[src/rtl/motion_detect_pkg.sv]
// Shared types and constants for the motion-detect stream stages.
// The highlight stage and the bbox statistics stage agree on MARK_COLOR_DEFAULT.
package motion_detect_pkg;

    localparam int PIXEL_W = 24;

    typedef logic [PIXEL_W-1:0] pixel_t;

    typedef enum logic [1:0] {
        IDLE,
        RUN,
        DONE
    } bbox_state_t;

    // Colour the highlight stage writes for motion pixels.
    localparam pixel_t MARK_COLOR_DEFAULT = 24'h0000FF;

endpackage

[src/rtl/pixel_pos_counter.sv]
// Raster position tracker for a WIDTH x HEIGHT pixel stream.
// Wraps to (0,0) after the last pixel of a frame.
module pixel_pos_counter #(
    parameter int WIDTH  = 768,
    parameter int HEIGHT = 576
) (
    input  logic                      clock,
    input  logic                      reset,
    input  logic                      clear,
    input  logic                      advance,
    output logic [$clog2(WIDTH)-1:0]  x,
    output logic [$clog2(HEIGHT)-1:0] y,
    output logic                      last
);

    localparam int XW = $clog2(WIDTH);
    localparam int YW = $clog2(HEIGHT);

    logic end_x;
    logic end_y;

    assign end_x = (x == XW'(WIDTH - 1));
    assign end_y = (y == YW'(HEIGHT - 1));
    assign last  = end_x && end_y;

    // Step the column each advance; roll into the next row at end of line.
    always_ff @(posedge clock or negedge reset) begin
        if (!reset) begin
            x <= '0;
            y <= '0;
        end else if (clear) begin
            x <= '0;
            y <= '0;
        end else if (advance) begin
            if (end_x) begin
                x <= '0;
                y <= end_y ? '0 : y + 1'b1;
            end else begin
                x <= x + 1'b1;
            end
        end
    end

endmodule

[src/rtl/motion_bbox_stats.sv]
// Forwards a highlighted pixel stream and gathers per-frame motion stats:
// marked-pixel count, bounding box and a motion flag behind a valid/ack.
module motion_bbox_stats
    import motion_detect_pkg::*;
#(
    parameter int     WIDTH      = 768,
    parameter int     HEIGHT     = 576,
    parameter pixel_t MARK_COLOR = MARK_COLOR_DEFAULT,
    parameter int     MIN_PIXELS = 64
) (
    input  logic                                 clock,
    input  logic                                 reset,
    input  logic                                 start,
    output logic                                 busy,
    input  logic                                 in_empty,
    output logic                                 in_rd_en,
    input  pixel_t                               in_dout,
    input  logic                                 out_full,
    output logic                                 out_wr_en,
    output pixel_t                               out_din,
    output logic                                 stats_valid,
    input  logic                                 stats_ack,
    output logic [$clog2(WIDTH)-1:0]             min_x,
    output logic [$clog2(WIDTH)-1:0]             max_x,
    output logic [$clog2(HEIGHT)-1:0]            min_y,
    output logic [$clog2(HEIGHT)-1:0]            max_y,
    output logic [$clog2(WIDTH*HEIGHT+1)-1:0]    pixel_count,
    output logic                                 motion
);

    localparam int XW = $clog2(WIDTH);
    localparam int YW = $clog2(HEIGHT);
    localparam int CW = $clog2(WIDTH * HEIGHT + 1);

    bbox_state_t   state;
    logic          xfer;
    logic          hit;
    logic          last;
    logic [XW-1:0] x;
    logic [YW-1:0] y;

    logic [CW-1:0] acc_count;
    logic [XW-1:0] acc_min_x;
    logic [XW-1:0] acc_max_x;
    logic [YW-1:0] acc_min_y;
    logic [YW-1:0] acc_max_y;

    logic [CW-1:0] nxt_count;
    logic [XW-1:0] nxt_min_x;
    logic [XW-1:0] nxt_max_x;
    logic [YW-1:0] nxt_min_y;
    logic [YW-1:0] nxt_max_y;

    // A pixel moves only when both FIFOs allow it; the data path is a wire.
    assign xfer      = (state == RUN) && !in_empty && !out_full;
    assign in_rd_en  = xfer;
    assign out_wr_en = xfer;
    assign out_din   = in_dout;
    assign hit       = xfer && (in_dout == MARK_COLOR);

    pixel_pos_counter #(
        .WIDTH  (WIDTH),
        .HEIGHT (HEIGHT)
    ) u_pos (
        .clock   (clock),
        .reset   (reset),
        .clear   (start && (state == IDLE)),
        .advance (xfer),
        .x       (x),
        .y       (y),
        .last    (last)
    );

    // Accumulator values including the current pixel, so the final pixel
    // of a frame can be folded straight into the published result.
    always_comb begin
        nxt_count = acc_count;
        nxt_min_x = acc_min_x;
        nxt_max_x = acc_max_x;
        nxt_min_y = acc_min_y;
        nxt_max_y = acc_max_y;
        if (hit) begin
            nxt_count = acc_count + 1'b1;
            if (acc_count == '0) begin
                nxt_min_x = x;
                nxt_max_x = x;
                nxt_min_y = y;
                nxt_max_y = y;
            end else begin
                if (x < acc_min_x) nxt_min_x = x;
                if (x > acc_max_x) nxt_max_x = x;
                if (y < acc_min_y) nxt_min_y = y;
                if (y > acc_max_y) nxt_max_y = y;
            end
        end
    end

    // Frame control, accumulation and the registered result/handshake.
    always_ff @(posedge clock or negedge reset) begin
        if (!reset) begin
            state       <= IDLE;
            busy        <= 1'b0;
            stats_valid <= 1'b0;
            acc_count   <= '0;
            acc_min_x   <= '0;
            acc_max_x   <= '0;
            acc_min_y   <= '0;
            acc_max_y   <= '0;
            pixel_count <= '0;
            min_x       <= '0;
            max_x       <= '0;
            min_y       <= '0;
            max_y       <= '0;
            motion      <= 1'b0;
        end else begin
            unique case (state)
                IDLE: begin
                    if (start) begin
                        state <= RUN;
                        busy  <= 1'b1;
                    end
                end
                RUN: begin
                    if (xfer) begin
                        acc_count <= nxt_count;
                        acc_min_x <= nxt_min_x;
                        acc_max_x <= nxt_max_x;
                        acc_min_y <= nxt_min_y;
                        acc_max_y <= nxt_max_y;
                        if (last) begin
                            state       <= DONE;
                            stats_valid <= 1'b1;
                            pixel_count <= nxt_count;
                            min_x       <= nxt_min_x;
                            max_x       <= nxt_max_x;
                            min_y       <= nxt_min_y;
                            max_y       <= nxt_max_y;
                            motion      <= (nxt_count >= CW'(MIN_PIXELS));
                        end
                    end
                end
                DONE: begin
                    if (stats_ack) begin
                        state       <= IDLE;
                        busy        <= 1'b0;
                        stats_valid <= 1'b0;
                        acc_count   <= '0;
                        acc_min_x   <= '0;
                        acc_max_x   <= '0;
                        acc_min_y   <= '0;
                        acc_max_y   <= '0;
                    end
                end
                default: begin
                    state <= IDLE;
                    busy  <= 1'b0;
                end
            endcase
        end
    end

endmodule

[config.mk]
export PLATFORM = sky130hd
export DESIGN_NAME = motion_bbox_stats
export DESIGN_NICKNAME = d
export VERILOG_FILES = /design/src/rtl/motion_detect_pkg.sv /design/src/rtl/pixel_pos_counter.sv /design/src/rtl/motion_bbox_stats.sv
export SDC_FILE = /design/constraint.sdc
export NUM_CORES = 1
export LEC_CHECK = 0
export BUFFER_PORTS_ARGS = -buffer_cell sky130_fd_sc_hd__buf_2
export CAP_MARGIN = 5
export CORE_AREA = 10 10 152 154
export DETAILED_ROUTE_END_ITERATION = 10
export DIE_AREA = 0 0 162 164
export PLACE_DENSITY = 0.63
export RECOVER_POWER = 100
export REMOVE_ABC_BUFFERS = 1
export SLEW_MARGIN = 20
export SYNTH_ARGS = -nofsm -noshare
export SYNTH_HDL_FRONTEND = slang
export SYNTH_SLANG_ARGS = --single-unit
[constraint.sdc]
create_clock -name clock -period 2.18 [get_ports clock]
set_input_delay 0.436 -clock clock [delete_from_list [all_inputs] [get_ports clock]]
set_output_delay 0.436 -clock clock [all_outputs]
set_load 0.05 [all_outputs]
==> results of run 1 <==
## tightest hold or removal path, stage by stage
cell	delay [ns]
buf_2	0.12
nor2_1	0.09
a311oi_1	0.06
## cell type report
class                           count  share of cell area
Timing Repair Buffer              322               0.194
Multi-Input combinational cell    578               0.381
Tap cell                          270              0.0306
Sequential cell                   143               0.324
Clock inverter                      7              0.0125
Clock buffer                       20              0.0423
Inverter                           46              0.0156
## cell usage in the layout (no fill, tap or decap), types with 9 or more instances in the layout
cell type,count
nand4_1,17
mux2i_1,21
a21oi_1,22
o21ai_1,32
o21ai_2,9
buf_2,31
xnor2_1,17
ha_1,33
nand3_1,34
buf_6,23
nand2b_1,9
and3_1,12
o21ai_0,40
clkbuf_16,18
buf_4,157
inv_1,43
nor2_1,47
a21o_1,14
nand2_1,96
o31ai_1,15
a22o_1,25
xor2_1,14
clkbuf_1,93
dfrtp_1,141
## path summary, 6_finish.rpt
kind	from	to
max	state[1]	min_x[7]
min	start	state[0]
max reg2reg	state[1]	min_x[7]
min reg2reg	stats_valid	stats_valid
max in group asynchronous	reset	pixel_count[7]
min in group asynchronous	reset	u_pos.y[9]
## where the power goes
group | leakage (nW) | switching [mW] | total (mW) | internal (mW)
Sequential | 1.98 | 0.0461 | 2.75 | 2.70
Combinational | 2.84 | 0.635 | 1.16 | 0.524
Clock | 0.296 | 1.07 | 3.04 | 1.97
Total | 5.12 | 1.76 | 6.95 | 5.20
## per-layer routing
layer | routed length [um] | vias up | GRT usage | part of all wire
met5 | 0 | - | 0 | 0
met3 | 1560 | 29 | 0.0498 | 0.064
li1 | - | 3456 | - | -
met4 | 366 | 0 | 0.0505 | 0.015
met2 | 11800 | 208 | 0.302 | 0.48
met1 | 10800 | 3529 | 0.225 | 0.44
## sequential cells by signal, summed over array words and instances, names as in the netlist
name         flops
acc_count       19
acc_max_x       10
acc_max_y       10
acc_min_x       10
acc_min_y       10
busy             1
max_x           10
max_y           10
min_x           10
min_y           10
motion           1
pixel_count     19
state            2
stats_valid      1
u_pos.x         10
u_pos.y         10
## metrics by stage
| stage | util | instance area [um2] |
|---|---|---|
| detailed placement | 0.487 | 9770 |
| finish | 0.551 | 11000 |
| floorplan | - | 7450 |
| global route | 0.551 | 11000 |
| CTS | 0.539 | 10800 |
| global placement | 0.487 | 9770 |
## logic make-up after synthesis
kind of cell,share of synthesized area
xor+xnor,0.0346
buf+inv,0.0736
fa+ha+maj,0.0669
compound gates,0.155
mux,0.0306
flops,0.456
simple gates,0.184
## timing repair
action | CTS | global route
pin swaps | 29 | 42
cloned | 3 | 2
buffers inserted | 18 | 11
hold buffers | 1 | 0
hold endpoints to repair | 37 | 0
endpoints found under the setup margin | 101 | 105
resized for setup | 85 | 102
==> impl_metrics.json, run 1 <==
{
  "critPathMaxFanout": 7,
  "crit_buf_inv": 4,
  "min_period_over_period": 1.07,
  "routed_wl_um": 24500,
  "cts_made_buffers": 17,
  "clk_pin_slew_ns": 0.06,
  "crit_family": "buffers and inverters",
  "cp_slowest_cell": "dfrtp_1",
  "rsz0062_at_grt": "true",
  "die_w_um": 162,
  "routed-via-count": 7222,
  "final_cells": 1386,
  "yosys_register_bits": 143,
  "dp_slack_ns": -0.465,
  "postRouteAntennaNets": 0,
  "placedCellCount": 1328,
  "synthArstFlopShare": 1.00,
  "numPortBuffers": 117,
  "synth_top_area_frac": 0.456,
  "end_kind": "register",
  "clock-sinks": 143,
  "tritoncts": "yes",
  "gp_congestion": 0.908,
  "dieHeight_um": 164,
  "diodes": 0,
  "cts_root_buffer": "clkbuf_16",
  "initial_utilization": 0.392,
  "irDropWorstVdd_v": 0.000462,
  "p_leak_nw": 5.12,
  "hpwl_um": 17900,
  "r2r_cells": 11,
  "drive_gt1_frac": 0.314,
  "crit_required_ns": 2.48,
  "ff2ff_setup_slack_ns": -0.16,
  "setup_ws_ns": -0.161,
  "cap_violations": 0,
  "cp-start-kind": "register",
  "grt_pass1_wl_um": 38700,
  "multi_input_area_um2": 4200,
  "hold_viol": 0,
  "die_area_um2": 26600,
  "grt.overflow.total": 0,
  "crit_cells": 11,
  "grt_pass1_vias": 7394,
  "holdWs_ns": 0.321,
  "outcome": "finished, violations left",
  "wl_per_cell_um": 17.7,
  "firstDrtPassIters": 5,
  "synth_area_leaders": "dfrtp_1, ha_1, nand2_1",
  "worstSkewPairLatency_ns": 0.42,
  "crit_type": "register to register",
  "syn_inst": 837,
  "seqCellArea_um2": 3580,
  "fmax_ghz": 0.427,
  "grt_max_degree": 43,
  "slew_violations": 0,
  "path_cells": "nand3b_2 -> inv_1 -> nand3_1 -> nor2_1 -> clkbuf_1 -> o21ai_1 -> o41ai_4 -> buf_4 -> buf_4 -> mux2i_2 -> o21ai_1",
  "clock_path_buffers": 2,
  "antenna_found_initial": 0,
  "via_per_inst": 5.21,
  "drt_first_iter_violations": 419,
  "area_delta_synth_final_pct": 40.6,
  "ys_top_cells_by_count": "dfrtp_1, nand2_1, o21ai_0",
  "min_period_ns": 2.34,
  "synth_sequential_area_ratio": 0.456,
  "hold_path_class": "input port to register",
  "slowest_delay_ns": 0.39,
  "synth_edf_count": 0,
  "core_um2": 20000,
  "syn_area_per_cell_um2": 9.38,
  "nFillCells": 1839,
  "boundaryPins": 118,
  "drcViolationCount": 0,
  "finalPower_mw": 6.95,
  "slew_headroom": 0.308,
  "synth_most_common_cell": "dfrtp_1",
  "synth.distinct_cells": 52,
  "final.setup_skew_ns": 0.00949,
  "worst_pin_slew_ns": 1.04,
  "nNetsFinal": 1180,
  "power_density_nw_per_um2": 630,
  "violations": "setup timing",
  "htreeDepth": 4,
  "setup_tns_ns": -9.34,
  "syn_area_um2": 7850,
  "synth_area_leader_cell": "dfrtp_1",
  "synth-main-ff-cell": "dfrtp_1",
  "ys.warnings.count": 0,
  "rows": 52,
  "hold-path-cell-count": 3,
  "arrival_ns": 2.64,
  "setup_violations": 93,
  "grt_util_all_layers": 0.181
}
Power figures use the tool's default switching activity.
==> inputs of run 2 (changes only) <==
Settings changed: ABC_AREA set to 1, CELL_PAD_IN_SITES_DETAIL_PLACEMENT set to 1, CELL_PAD_IN_SITES_GLOBAL_PLACEMENT set to 1, CORE_AREA 10 10 152 154 to 10 10 154 156, DIE_AREA 0 0 162 164 to 0 0 164 166, PLACE_DENSITY 0.63 to 0.77.
Clock period 2.18 ns to 2.5 ns, I/O delays scaled along.
==> run 2 against run 1 <==
  * The run now ends clean
  * Power rose by 26%
  * First-iteration DRC count fell by 9.1%
  * Critical path depth fell by 1
  * Register-to-register slack improved by 0.34 ns
  * Design area fell by 15%
  * Sequential power rose by 16%
  * Synthesized area rose by 3.5%
  * Global-route usage fell by 0.11 points
  * Worst hold slack improved by 0.038 ns
  * Largest cell class unchanged
==> impl_metrics.json, run 2 <==
{
  "outcome": "finished, final reports clean",
  "grt_pass1_wl_um": 40300,
  "irDropWorstVdd_v": 0.000429,
  "drt_first_iter_violations": 381,
  "dieHeight_um": 166,
  "setup_tns_ns": 0,
  "p_leak_nw": 4.57,
  "grt_max_degree": 81,
  "routed-via-count": 7284,
  "clk_pin_slew_ns": 0.06,
  "grt_pass1_vias": 7965,
  "clock-sinks": 143,
  "core_um2": 20700,
  "diodes": 0,
  "min_period_over_period": 0.929,
  "initial_utilization": 0.393,
  "slew_violations": 0,
  "swShare": 0.384,
  "cp-start-kind": "register",
  "firstDrtPassIters": 4,
  "synth_edf_count": 0,
  "clock_path_buffers": 2,
  "tritoncts": "yes",
  "cts_made_buffers": 17,
  "hold_path_class": "input port to register",
  "end_kind": "register",
  "synthArstFlopShare": 1.00,
  "setup_violations": 0,
  "htreeDepth": 4,
  "layout_commonest_cell": "nand2_1",
  "worst_pin_slew_ns": 1.36,
  "syn_area_um2": 8130,
  "slew_headroom": 0.0953,
  "worstSkewPairLatency_ns": 0.43,
  "boundaryPins": 118,
  "via_per_inst": 5.08,
  "placedCellCount": 1403,
  "numPortBuffers": 117,
  "syn_area_per_cell_um2": 7.86,
  "fmax_ghz": 0.430,
  "drive_gt1_frac": 0.103,
  "post_dp_cell_area_um2": 8970,
  "ys.warnings.count": 0,
  "die_w_um": 164,
  "hpwl_um": 18200,
  "drcViolationCount": 0,
  "setup_ws_ns": 0.177,
  "dp_slack_ns": 0.0546,
  "top_regs": "acc_count: 19 flops, pixel_count: 19 flops",
  "critPathMaxFanout": 14,
  "antenna_found_initial": 0,
  "cap_violations": 0,
  "seq_power_share": 0.366,
  "fin_area_um2": 9410,
  "synth-main-ff-cell": "dfrtp_1",
  "rsz0062_at_grt": "false",
  "crit_type": "register to register",
  "synth_sequential_area_ratio": 0.440,
  "synth_top_area_frac": 0.440,
  "hold_viol": 0,
  "nNetsFinal": 1219,
  "postRouteAntennaNets": 0,
  "final.setup_skew_ns": 0.0109,
  "power_density_nw_per_um2": 929,
  "finalPower_mw": 8.74,
  "synth.distinct_cells": 43,
  "rows": 53,
  "crit_required_ns": 2.80,
  "clkPwrFrac": 0.303,
  "final_cell_mix": "nand2_1, dfrtp_1, inv_1, o21ai_0, clkbuf_1",
  "grt_util_all_layers": 0.180,
  "synth_area_leader_cell": "dfrtp_1",
  "synth_area_leaders": "dfrtp_1, nand2_1, ha_1",
  "grt.overflow.total": 0,
  "arrival_ns": 2.62,
  "switchingPower_mw": 3.35,
  "gp_congestion": 0.879,
  "postCtsSetupRepairBufs": 0,
  "wl_per_cell_um": 16.8,
  "synth_most_common_cell": "nand2_1",
  "min_period_ns": 2.32,
  "routed_wl_um": 24100,
  "cts_root_buffer": "clkbuf_16",
  "die_area_um2": 27200,
  "combPwrFrac": 0.330,
  "p_int_mw": 5.39,
  "ys_top_cells_by_count": "nand2_1, dfrtp_1, inv_1",
  "final_cells": 1435,
  "yosys_register_bits": 143,
  "syn_inst": 1034,
  "area_delta_synth_final_pct": 15.8
}
==> run 2: layout make-up <==
class	count	area [um2]
fill	2634	11300
clock buffer	19	443
sequential	143	3580
clock inverter	13	164
inverter	121	457
timing repair buffer	149	703
tap	275	344
multi-input combinational	715	3720
==> run 2: worst paths after layout <==
kind / start / endpoint / slack [ns] / cells after the start
setup / recovery: u_pos.x[9] / max_x[4] / 0.18 / 10
min in group asynchronous: reset / u_pos.y[7] / 0.37 / 1
hold reg to reg: min_y[9] / min_y[9] / 0.48 / 2
setup reg to reg: u_pos.x[9] / max_x[4] / 0.18 / 10
hold / removal: stats_ack / state[1] / 0.36 / 4
max in group asynchronous: reset / acc_max_y[9] / 0.51 / 2
==> run 2: per-stage QoR <==
stage	utilization	hold slack, ns
6_report	0.455	0.359
5_1_grt	0.455	0.375
3_5_place_dp	0.433	0.460
4_1_cts	0.463	0.0407
2_1_floorplan	-	0.204
3_3_place_gp	0.433	0.458
==> run 2: critical path: stages (launching register included) <==
cell and delay, ns:
dfrtp_1 0.42, ha_1 0.32, nand2_1 0.08, nor2_1 0.19, nand3_1 0.09, o21ai_0 0.35
nand2_1 0.16, nand2_2 0.25, nand2_1 0.08, o21ai_1 0.15, o21ai_0 0.11
==> run 2: per-layer routing <==
layer	global-route usage	wire (um)
met5	0	0
met4	0.0404	240
met3	0.0387	1110
met2	0.316	12000
met1	0.218	10700
==> run 2: power groups by stage <==
| stage | combinational (mW) | sequential [mW] | clock [mW] |
|---|---|---|---|
| after floorplan | 1.83 | 3.26 | 0 |
| after global placement | 2.79 | 3.21 | 0 |
| after detailed placement | 2.92 | 3.24 | 0 |
| after CTS | 2.96 | 3.20 | 2.70 |
| after global routing | 3.34 | 3.27 | 2.81 |
| final | 2.89 | 3.20 | 2.65 |
==> run 2: what timing repair did <==
action                                  CTS  global route
gates resized for setup                   0            11
hold buffers                              0             0
endpoints found under the setup margin    0            50
==> run 2: logic make-up after synthesis <==
logic type / after synthesis / synth area share
DFF: 143 / 0.440
xor gates and xnor gates: 18 / 0.0194
buffers and inverters: 176 / 0.100
and+or+nand+nor: 452 / 0.235
adders and majority gates: 42 / 0.0647
AOI/OAI and AO/OA: 203 / 0.140
==> inputs of run 3 (changes only) <==
Settings changed: CORE_AREA 10 10 154 156 to 2 2 146 148, DIE_AREA 0 0 164 166 to 0 0 148 150, TNS_END_PERCENT set to 50.
Clock period 2.5 ns to 2.4 ns, I/O delays scaled along.
==> run 3 against run 2 <==
  * Sequential share of layout area is 0.65 points lower
  * Global-route usage rose by 4.2 points
  * Combinational power is 9.7% higher
  * Worst hold slack lost 0.0045 ns
  * Routed wire length is 2.0% lower
  * Sequential power grew 4%
  * Design area is 1.8% higher
  * Die area decreased by 18%
  * Power grew 7.9%
  * Largest cell class unchanged
  * Highest routed layer unchanged
==> impl_metrics.json, run 3 (same netlist as run 2, synthesis figures left out) <==
{
  "tritoncts": "yes",
  "irDropWorstVdd_v": 0.000480,
  "min_period_ns": 2.33,
  "wl_met2_um": 11900,
  "outcome": "finished, final reports clean",
  "wl_per_cell_um": 16.4,
  "routed-via-count": 7339,
  "r2r_end": "acc_min_x[6]",
  "postRouteAntennaNets": 0,
  "hpwl_um": 17200,
  "drcViolationCount": 0,
  "hold-path-cell-count": 4,
  "rows": 53,
  "postCtsSetupRepairBufs": 0,
  "cts_made_buffers": 17,
  "crit_required_ns": 1.92,
  "firstDrtPassIters": 4,
  "fin_area_um2": 9580,
  "placedCellCount": 1410,
  "worst_pin_slew_ns": 1.47,
  "gp_congestion": 0.876,
  "min_to": "state[1]",
  "slowest_delay_ns": 0.38,
  "cap_violations": 0,
  "final_cells": 1442,
  "final.setup_skew_ns": 0.0176,
  "power_density_nw_per_um2": 986,
  "grt_max_degree": 81,
  "clock_path_buffers": 2,
  "die_w_um": 148,
  "hold_path_class": "input port to register",
  "fmax_ghz": 0.429,
  "cts_hold_buf": 0,
  "dieHeight_um": 150,
  "setup_violations": 0,
  "end_kind": "output pin",
  "dp_slack_ns": 0.0734,
  "grt_util_all_layers": 0.222,
  "boundaryPins": 118,
  "ff2ff_setup_slack_ns": 0.13,
  "cts_root_buffer": "clkbuf_16",
  "diodes": 0,
  "via_per_inst": 5.09,
  "initial_utilization": 0.393,
  "nNetsFinal": 1226,
  "cp-start-kind": "register",
  "p_leak_nw": 4.65,
  "setup_tns_ns": 0,
  "grt_pass1_vias": 7633,
  "r2r_cells": 10,
  "cp_slowest_cell": "dfrtp_1",
  "post_cts_resized": 0,
  "drt_first_iter_violations": 316,
  "min_period_over_period": 0.971,
  "clk_pin_slew_ns": 0.06,
  "antenna_found_initial": 0,
  "area_delta_synth_final_pct": 17.8,
  "r2r_start": "u_pos.x[9]",
  "die_area_um2": 22200,
  "fin_util": 0.463,
  "hold_path_startpoint": "stats_ack",
  "htreeDepth": 4,
  "grt.overflow.total": 0,
  "routed_wl_um": 23600,
  "nFillCells": 2634,
  "worstSkewPairLatency_ns": 0.43,
  "arrival_ns": 1.85,
  "top_regs": "acc_count: 19 flops, pixel_count: 19 flops",
  "rsz0062_at_grt": "true",
  "crit_type": "register to output pin",
  "drive_gt1_frac": 0.116,
  "final_cell_mix": "nand2_1, dfrtp_1, inv_1",
  "grt_pass1_wl_um": 38900,
  "post_dp_cell_area_um2": 9030,
  "clock-sinks": 143,
  "core_um2": 20700,
  "wl_met3_um": 791,
  "numPortBuffers": 117,
  "setup_ws_ns": 0.0696,
  "slew_headroom": 0.0180,
  "slew_violations": 0,
  "layout_commonest_cell": "nand2_1",
  "critPathMaxFanout": 10,
  "route.layer.met1.wl_um": 10500,
  "top_layer": "met4",
  "path_cells": "inv_1 -> nand2_1 -> nor2_4 -> buf_4 -> buf_2",
  "hold_viol": 0
}
## run 3: cell types whose count changed in the layout (fill, tap and decap cells not counted), moves of 3 or more
cell / before / now
o21ai_0: 114 / 83
o21ai_1: 15 / 42
o21ai_2: 1 / 5
nor2_1: 79 / 76
buf_4: 20 / 33
clkbuf_2: 9 / 3
## run 3: layout make-up
type / instances / area [um2] / share of cell area
clock buffers: 18 / 429 / 0.0448
well taps: 275 / 344 / 0.0359
inverters: 121 / 457 / 0.0477
multi-input cells: 715 / 3750 / 0.392
flip-flops and latches: 143 / 3580 / 0.374
clock inverters: 14 / 215 / 0.0225
repair buffers: 156 / 800 / 0.0835
## run 3: critical path: cells and delay by family (launching register included)
kind / cells / cell delay, ns
buf+inv: 3 / 0.64
simple gates: 2 / 0.39
flops: 1 / 0.38
## run 3: worst max-delay path by stage
stage / startpoint / end / slack (ns) / cells after the start
3_5_place_dp: in_dout[9] / acc_max_x[4] / 0.07 / 9
5_1_grt: state[1] / out_wr_en / -0.02 / 5
4_1_cts: state[1] / in_rd_en / 0.04 / 5
3_3_place_gp: out_full / acc_max_x[4] / 0.11 / 9
6_report: state[1] / in_rd_en / 0.07 / 5
2_1_floorplan: out_full / acc_count[3] / -1.16 / 8
## run 3: metrics by stage
| stage | power [mW] | hold WS [ns] |
|---|---|---|
| after global routing | 10.1 | 0.372 |
| final | 9.44 | 0.354 |
| after detailed placement | 6.42 | 0.461 |
| after CTS | 9.48 | 0.0366 |
| after floorplan | 5.31 | 0.184 |
| after global placement | 6.28 | 0.459 |
## run 3: routing by layer
layer	global-route usage	up-vias
met3	0.0348	24
met1	0.280	3583
met5	0	-
li1	-	3588
met2	0.393	144
met4	0.0662	0
## run 3: where the power goes
| group | internal (mW) | switching (mW) |
|---|---|---|
| Sequential | 2.89 | 0.440 |
| Clock | 1.85 | 1.10 |
| Combinational | 1.12 | 2.05 |
